--- config.mk ---
export PLATFORM = sky130hd
export DESIGN_NAME = neuron_pair_mac
export DESIGN_NICKNAME = d
export VERILOG_FILES = /design/src/rtl/neuron_pair_mac.sv
export SDC_FILE = /design/constraint.sdc
export NUM_CORES = 1
export LEC_CHECK = 0
export CAP_MARGIN = 20
export CORE_MARGIN = 2
export CORE_UTILIZATION = 49
export DETAILED_ROUTE_END_ITERATION = 7
export DONT_BUFFER_PORTS = 1
export PLACE_DENSITY = 0.75
export REMOVE_ABC_BUFFERS = 1
export SLEW_MARGIN = 20
export SYNTH_ARGS = -nofsm -noshare
export SYNTH_HDL_FRONTEND = slang
export SYNTH_SLANG_ARGS = --single-unit
--- constraint.sdc ---
create_clock -name clk -period 8.7 [get_ports clk]
set_input_delay 1.74 -clock clk [delete_from_list [all_inputs] [get_ports clk]]
set_output_delay 1.74 -clock clk [all_outputs]
set_load 0.05 [all_outputs]
--- src/rtl/neuron_pair_mac.sv ---
// neuron_pair_mac: two-neuron signed dot-product stage fed by the S-step
// address sequencer. Holds x, w0 and w1 locally and returns y0/y1 over a
// valid/ready handshake.
// Optional build macro: RELU_OUT_EN clamps negative results to 0 before they
// are registered into y0/y1. The timing and the handshake are unchanged.
module neuron_pair_mac #(
    parameter int unsigned S     = 8,
    parameter int unsigned AW    = 3,
    parameter int unsigned DW    = 8,
    parameter int unsigned ACC_W = 2*DW+3
) (
    input  logic                    clk,
    input  logic                    reset_n,
    input  logic                    load_en,
    input  logic [1:0]              load_sel,
    input  logic [AW-1:0]           load_addr,
    input  logic signed [DW-1:0]    load_data,
    input  logic                    start,
    input  logic [AW-1:0]           addr_r,
    input  logic [AW-1:0]           addr_c,
    input  logic                    finished,
    output logic signed [ACC_W-1:0] y0,
    output logic signed [ACC_W-1:0] y1,
    output logic                    out_valid,
    input  logic                    out_ready,
    output logic                    busy,
    output logic                    sync_err
);

    localparam int unsigned SW = $clog2(S+2);
    localparam int unsigned PW = 2*DW;
    localparam logic [SW-1:0] STEP_FIRST = SW'(1);
    localparam logic [SW-1:0] STEP_LAST  = SW'(S+1);
    localparam logic [AW:0]   ADDR_LIM   = (AW+1)'(S);

    typedef enum logic [1:0] {
        IDLE = 2'd0,
        RUN  = 2'd1,
        OUT  = 2'd2
    } state_t;

    state_t                  state_q, state_d;
    logic [SW-1:0]           step_q;
    logic signed [DW-1:0]    xr_q;
    logic signed [ACC_W-1:0] acc0_q, acc1_q;

    logic signed [DW-1:0]    x_mem  [S];
    logic signed [DW-1:0]    w0_mem [S];
    logic signed [DW-1:0]    w1_mem [S];

    logic                    last_step;
    logic                    x_win;
    logic                    w_win;
    logic                    load_ok;
    logic signed [PW-1:0]    prod0, prod1;
    logic signed [ACC_W-1:0] sum0, sum1;
    logic signed [ACC_W-1:0] res0, res1;

    // Step windows, product/sum path and optional output clamp
    always_comb begin
        last_step = (step_q == STEP_LAST);
        x_win     = (state_q == RUN) && !last_step;
        w_win     = (state_q == RUN) && (step_q != STEP_FIRST);
        load_ok   = load_en && (state_q == IDLE) && ({1'b0, load_addr} < ADDR_LIM);
        prod0     = PW'(xr_q) * PW'(w0_mem[addr_c]);
        prod1     = PW'(xr_q) * PW'(w1_mem[addr_c]);
        sum0      = acc0_q + ACC_W'(prod0);
        sum1      = acc1_q + ACC_W'(prod1);
`ifdef RELU_OUT_EN
        res0      = sum0[ACC_W-1] ? '0 : sum0;
        res1      = sum1[ACC_W-1] ? '0 : sum1;
`else
        res0      = sum0;
        res1      = sum1;
`endif
    end

    // Next-state logic
    always_comb begin
        state_d = state_q;
        case (state_q)
            IDLE:    if (start)                  state_d = RUN;
            RUN:     if (last_step)              state_d = OUT;
            OUT:     if (out_valid && out_ready) state_d = IDLE;
            default:                             state_d = IDLE;
        endcase
    end

    // State register
    always_ff @(posedge clk or negedge reset_n) begin
        if (!reset_n) begin
            state_q <= IDLE;
        end else begin
            state_q <= state_d;
        end
    end

    // Step counter, x latch, accumulators, results and status flags
    always_ff @(posedge clk or negedge reset_n) begin
        if (!reset_n) begin
            step_q    <= '0;
            xr_q      <= '0;
            acc0_q    <= '0;
            acc1_q    <= '0;
            y0        <= '0;
            y1        <= '0;
            out_valid <= 1'b0;
            busy      <= 1'b0;
            sync_err  <= 1'b0;
        end else begin
            out_valid <= (state_d == OUT);
            busy      <= (state_d == RUN);
            case (state_q)
                IDLE: begin
                    if (start) begin
                        acc0_q <= '0;
                        acc1_q <= '0;
                        step_q <= STEP_FIRST;
                    end
                end
                RUN: begin
                    step_q <= last_step ? '0 : step_q + SW'(1);
                    if (x_win) begin
                        xr_q <= x_mem[addr_r];
                    end
                    if (w_win) begin
                        acc0_q <= sum0;
                        acc1_q <= sum1;
                    end
                    if (last_step) begin
                        y0 <= res0;
                        y1 <= res1;
                    end
                    if (finished != last_step) begin
                        sync_err <= 1'b1;
                    end
                end
                default: begin
                end
            endcase
        end
    end

    // Operand memories: written only while idle and never cleared by reset
    always_ff @(posedge clk) begin
        if (load_ok) begin
            case (load_sel)
                2'd0:    x_mem[load_addr]  <= load_data;
                2'd1:    w0_mem[load_addr] <= load_data;
                2'd2:    w1_mem[load_addr] <= load_data;
                default: begin
                end
            endcase
        end
    end

endmodule

# == Word-level counts from Yosys, hierarchy flattened ==
# Memories as Yosys holds them, arrays and structs flattened. A register that Yosys moved wholly into a read port is not among the register bits.
# Index checks and enable logic that the tools add are counted.
# word_totals
ff_bits,85
mem_bits_rw,192
in_bits,25
out_inout_bits,41
elab_cells,63
n_memories,3
# classes
n_addsub,3
n_mul,2
n_eq_ne,11
n_mux,21
n_reduce_logical,14
# memory_table
name,depth,width,rd,rd_clocked_by_memory_dff,write_ports,line_no,text
w0_mem,8,8,1,0,1,48,logic signed [DW-1:0] w0_mem [S];
w1_mem,8,8,1,0,1,49,logic signed [DW-1:0] w1_mem [S];
x_mem,8,8,1,1,1,47,logic signed [DW-1:0] x_mem [S];
# ops
operator,n
one-hot mux 19 bit (2 select lines),2
2-to-1 mux 19 bit,3
adder 19 x 16 -> 19 bit,2
multiplier 8 x 8 -> 16 bit,2
2-to-1 mux 1 bit,9
2-to-1 mux 4 bit,2
one-hot mux 4 bit (2 select lines),1
AND reduction 2 bit,4
"== test 2 x 1 -> 1 bit, second input constant",3
"== test 2 bit, second input constant",3
2-to-1 mux 2 bit,3
one-hot mux 2 bit (3 select lines),1
"adder 4 x 1 -> 4 bit, second input constant",1
"== test 4 bit, second input constant",1
logical AND 1 bit,4
zero test 2 bit,2
"!= test 2 bit, second input constant",2
"!= test 4 x 1 -> 1 bit, second input constant",1
AND reduction 3 bit,1
zero test 1 bit,2
nonzero test 2 bit,1
!= test 1 bit,1

# == Depth between registers and ports, before layout ==
# An unclocked memory read counts as a cell.
# depth
ltp_word,5
depth_mapped,23
mapped_depth_nobuf,20

# == Worst setup path before layout ==
# No wires, ideal clock.
# synth_timing
path_kind,input to register
from,input addr_c[0]
to,register acc1_q[15]
setup_ns,0.122
arrival_time_ns,7.288
t_required_ns,8.578
path_slack_ns,1.291
path_stages,19
n_path_buf,2
path_cell_list,buf_2 buf_6 mux4_2 mux2_2 and2_1 inv_1 fa_1 inv_1 fa_1 fa_1 fa_1 fa_1 ha_1 a21o_1 a21oi_1 a21o_1 a21oi_1 or3_1 a32o_1
# synth_via
elab_chain_len,5
# synth_rtl
item,line_no,text
"start, declared",20,"input logic [AW-1:0] addr_c,"
memory (8 x 8 bit),--,
multiplier 8 x 8 -> 16 bit,66,prod1 = PW'(xr_q) * PW'(w1_mem[addr_c]);
adder 19 x 16 -> 19 bit,68,sum1 = acc1_q + ACC_W'(prod1);
2-to-1 mux 19 bit,126,if (w_win) begin
one-hot mux 19 bit (2 select lines),113,case (state_q)
"end signal, assigned",128,acc1_q <= sum1;
"end, declared",45,"logic signed [ACC_W-1:0] acc0_q, acc1_q;"
# No other way between the ends. The select of a mux whose other input is x is not followed.
# A chain may end at the register's enable or synchronous reset.

# == Worst setup path after layout ==
# layout_timing
from,input addr_c[0]
to,register acc0_q[13]
# layout_via
elab_chain_len,5
# layout_rtl
item,line_no,text
memory (8 x 8 bit),--,
multiplier 8 x 8 -> 16 bit,65,prod0 = PW'(xr_q) * PW'(w0_mem[addr_c]);
adder 19 x 16 -> 19 bit,67,sum0 = acc0_q + ACC_W'(prod0);
2-to-1 mux 19 bit,126,
one-hot mux 19 bit (2 select lines),113,
"end signal, assigned",127,acc0_q <= sum0;
"end, declared",45,
# No other way between the ends. The select of a mux whose other input is x is not followed.

==> metrics.txt <==
TNS Setup=0 ns; Hold Path Class=flop to flop; drt first pass iters=5; critical path endpoint category=flop; Max Cap Violations=0; total grt overflow=0; YS warnings=0; DRC=0; Worst Clk Skew=0.02457 ns; Cell Area, Synth=17,990 µm²; Slew headroom=0.3303; first-pass GRT wire length=59,050 µm; Final Wtd Congestion=roughly 0.84; Worst Setup SP=addr_c[0]; Die Width=195.6 µm; Crit Path Class=primary input to flop; vias per std cell=about 5.5; Area growth, synth to finish=7.344%; crit share post-route=0.7868; peak per-stage delay on the critical path=approximately 0.66 ns; clk buf depth=3; total track usage=0.1980; Startpoint Class=primary input; number of flops mapped to enable cells by yosys=roughly 190; Post-CTS Setup Repair Bufs=0; Worst Path Arrival=7.32 ns; largest cells by area after synthesis=edfxtp_1, fa_1, dfrtp_1; CTS buffer count=30; io pins=66; sequential cell area fraction in the yosys report=0.4498; clk_lat worst skew=0.59 ns; Hold Crit Depth=2; Reg2Reg Depth=17; Worst Max-Slew Pin Slew=approximately 1.0 ns; Seq cells post-synth=285; top sig layer=met4; Crit Path Max Fanout=32; outcome=finished, final reports clean; CTS Hold Bufs=0; Netlist cell types=65; CTS tree=done; R2R Path Start=w0_mem[3][0]$_DFFE_PP_; Placement Rows=70; htree depth=1; R2R Setup Slk=2.68 ns; Worst Path Required=between 9 and 10 ns; Resized cells post-CTS=0; wire length per cell=19.60 µm; DR vias=10,200; Post-Synthesis Cells=around 1,400; initial antenna violation count=0; DRT iter0 DRCs=between 400 and 500; average size of a mapped cell=13.19 µm²; Fmax=between 100 and 150 MHz; dominant synthesized flop cell=edfxtp_1; top cell type by total area after synthesis=edfxtp_1; CP delay by family, top=adder cells; Inserted Diodes=0; Initial Utilization=0.4950; die area=38,270 µm²; final hold vios=0; Die Ht=~200 µm; met2 WL post-DR=approximately 18,000 µm; port bufs=0; Critical Path Stages=17; CORE AREA=about 36,000 µm²; DRT Wirelength=roughly 36,000 µm; pre-CTS WS=about 1.3 ns; Setup crit end=acc0_q[13]$_DFFE_PN0P_; Final Max Slew Viols=0; RSZ-0062 raised after global routing=no; largest net degree at the start of global routing=94; Post-synth ARST share=0.3263; Crit-path slowest cell=and2_1; clk sinks=between 200 and 300; final worst-path setup slack=about 1.9 ns; Yosys top cell area share=0.3205; minimum clock period=6.845 ns; vias in the first global route=between 10,000 and 15,000; crit path cell chain=mux4_2, mux2_2, and2_1, inv_1, fa_1, inv_1, fa_1, fa_1, fa_1, fa_1, ha_1, a21o_1, a21oi_1, a21oi_1, o211a_1, o31a_1, o31ai_1; CTS root buf=clkbuf_16; share of cells above drive strength 1=0.1043; worst path bufs/invs=2; # setup viols final=0; fin nets=1,640; DP HPWL=between 20,000 and 30,000 µm; Worst path most repeated cell=fa_1; final hold slack=0.4906 ns; Routed Antenna Nets=0; met3 routed wirelength=about 1900 µm; clk slew on worst S/H paths=0.07 ns; met1 wire length=roughly 16,000 µm; Reg2Reg Capture Point=acc0_q[13]$_DFFE_PN0P_; post-layout util=0.5313
==> how the worst min path moves through the flow <==
stage                     slack (ns)                     to             startpoint
final                           0.49  acc1_q[5]$_DFFE_PN0P_  acc1_q[5]$_DFFE_PN0P_
after global routing            0.53  acc1_q[5]$_DFFE_PN0P_  acc1_q[5]$_DFFE_PN0P_
after global placement          0.47  acc0_q[5]$_DFFE_PN0P_  acc0_q[5]$_DFFE_PN0P_
after floorplan                 0.45  acc0_q[5]$_DFFE_PN0P_  acc0_q[5]$_DFFE_PN0P_
after CTS                       0.50  acc0_q[5]$_DFFE_PN0P_  acc0_q[5]$_DFFE_PN0P_
after detailed placement        0.48  acc0_q[5]$_DFFE_PN0P_  acc0_q[5]$_DFFE_PN0P_
==> synthesized netlist by cell type, drive strengths merged, types with 8 or more instances <==
library cell	count
dfrtp	93
nor2	57
clkbuf	29
ha	90
or4	8
buf	15
nand2b	21
a22o	27
nand2	122
xnor2	24
a21oi	25
and2	10
mux4	48
a21o	12
edfxtp	192
mux2	15
xor2	10
fa	168
nor2b	67
nand3	12
inv	190
o21ai	37
mux2i	22
==> sequential cells by signal, indices dropped and copies added (netlist names), 2 cells and up <==
name     flops
w0_mem      64
w1_mem      64
x_mem       64
acc0_q      19
acc1_q      19
y0          19
y1          19
xr_q         8
step_q       4
state_q      2
==> final cells by class <==
type / instances / area, µm²
fillers: 2952 / 17040
multi-input cells: 845 / 8939
flip-flops and latches: 285 / 8093
clock buffers: 34 / 765.7
inverters: 190 / 713.2
well taps: 468 / 585.6
clock inverters: 22 / 178.9
repair buffers: 5 / 37.54
==> metal layers <==
layer,GRT usage,vias to the layer above
li1,-,4632
met1,0.2685,5268
met2,0.3386,256
met3,0.03333,43
met4,0.04184,0
met5,0,-
==> worst register-to-register path: stages (launching register included) <==
cell and delay [ns]:
edfxtp_1 0.36, mux4_2 0.46, mux2_2 0.36, and2_1 0.45, inv_1 0.17, fa_1 0.43, inv_1 0.10, fa_1 0.44
fa_1 0.56, fa_1 0.44, fa_1 0.49, ha_1 0.35, a21o_1 0.20, a21oi_1 0.25, a21oi_1 0.13, o211a_1 0.24
o31a_1 0.26, o31ai_1 0.25
==> placed cells by master (no fill, tap or decap), types with 35 or more instances in the layout <==
cell      count
nand2_1     122
nor2b_1      66
edfxtp_1    192
dfrtp_1      93
inv_1       190
fa_1        168
o21ai_0      35
mux4_2       48
nor2_1       57
ha_1         90
==> through the flow <==
step | instances | area, µm²
6_report | 1849 | 19310
5_1_grt | 1849 | 19310
4_1_cts | 1849 | 19310
3_5_place_dp | 1793 | 18370
3_3_place_gp | 1793 | 18370
2_1_floorplan | 1320 | 17740
==> logic make-up (layout without fill, tap and decap cells) <==
family                   count (synthesis)  in the layout  share of synthesized area
flip-flops                             285            285                     0.4498
buffers and inverters                  234            251                    0.05348
adder cells (fa/ha/maj)                258            258                     0.2495
XOR/XNOR                                34             34                    0.01655
AO/OA/AOI/OAI                          138            138                    0.05376
AND/OR/NAND/NOR                        330            330                    0.09138
multiplexers                            85             85                    0.08547
Power is left out: the tool's default activity adds up to more than one toggle a clock period on the data nets, which glitch-free logic cannot reach.
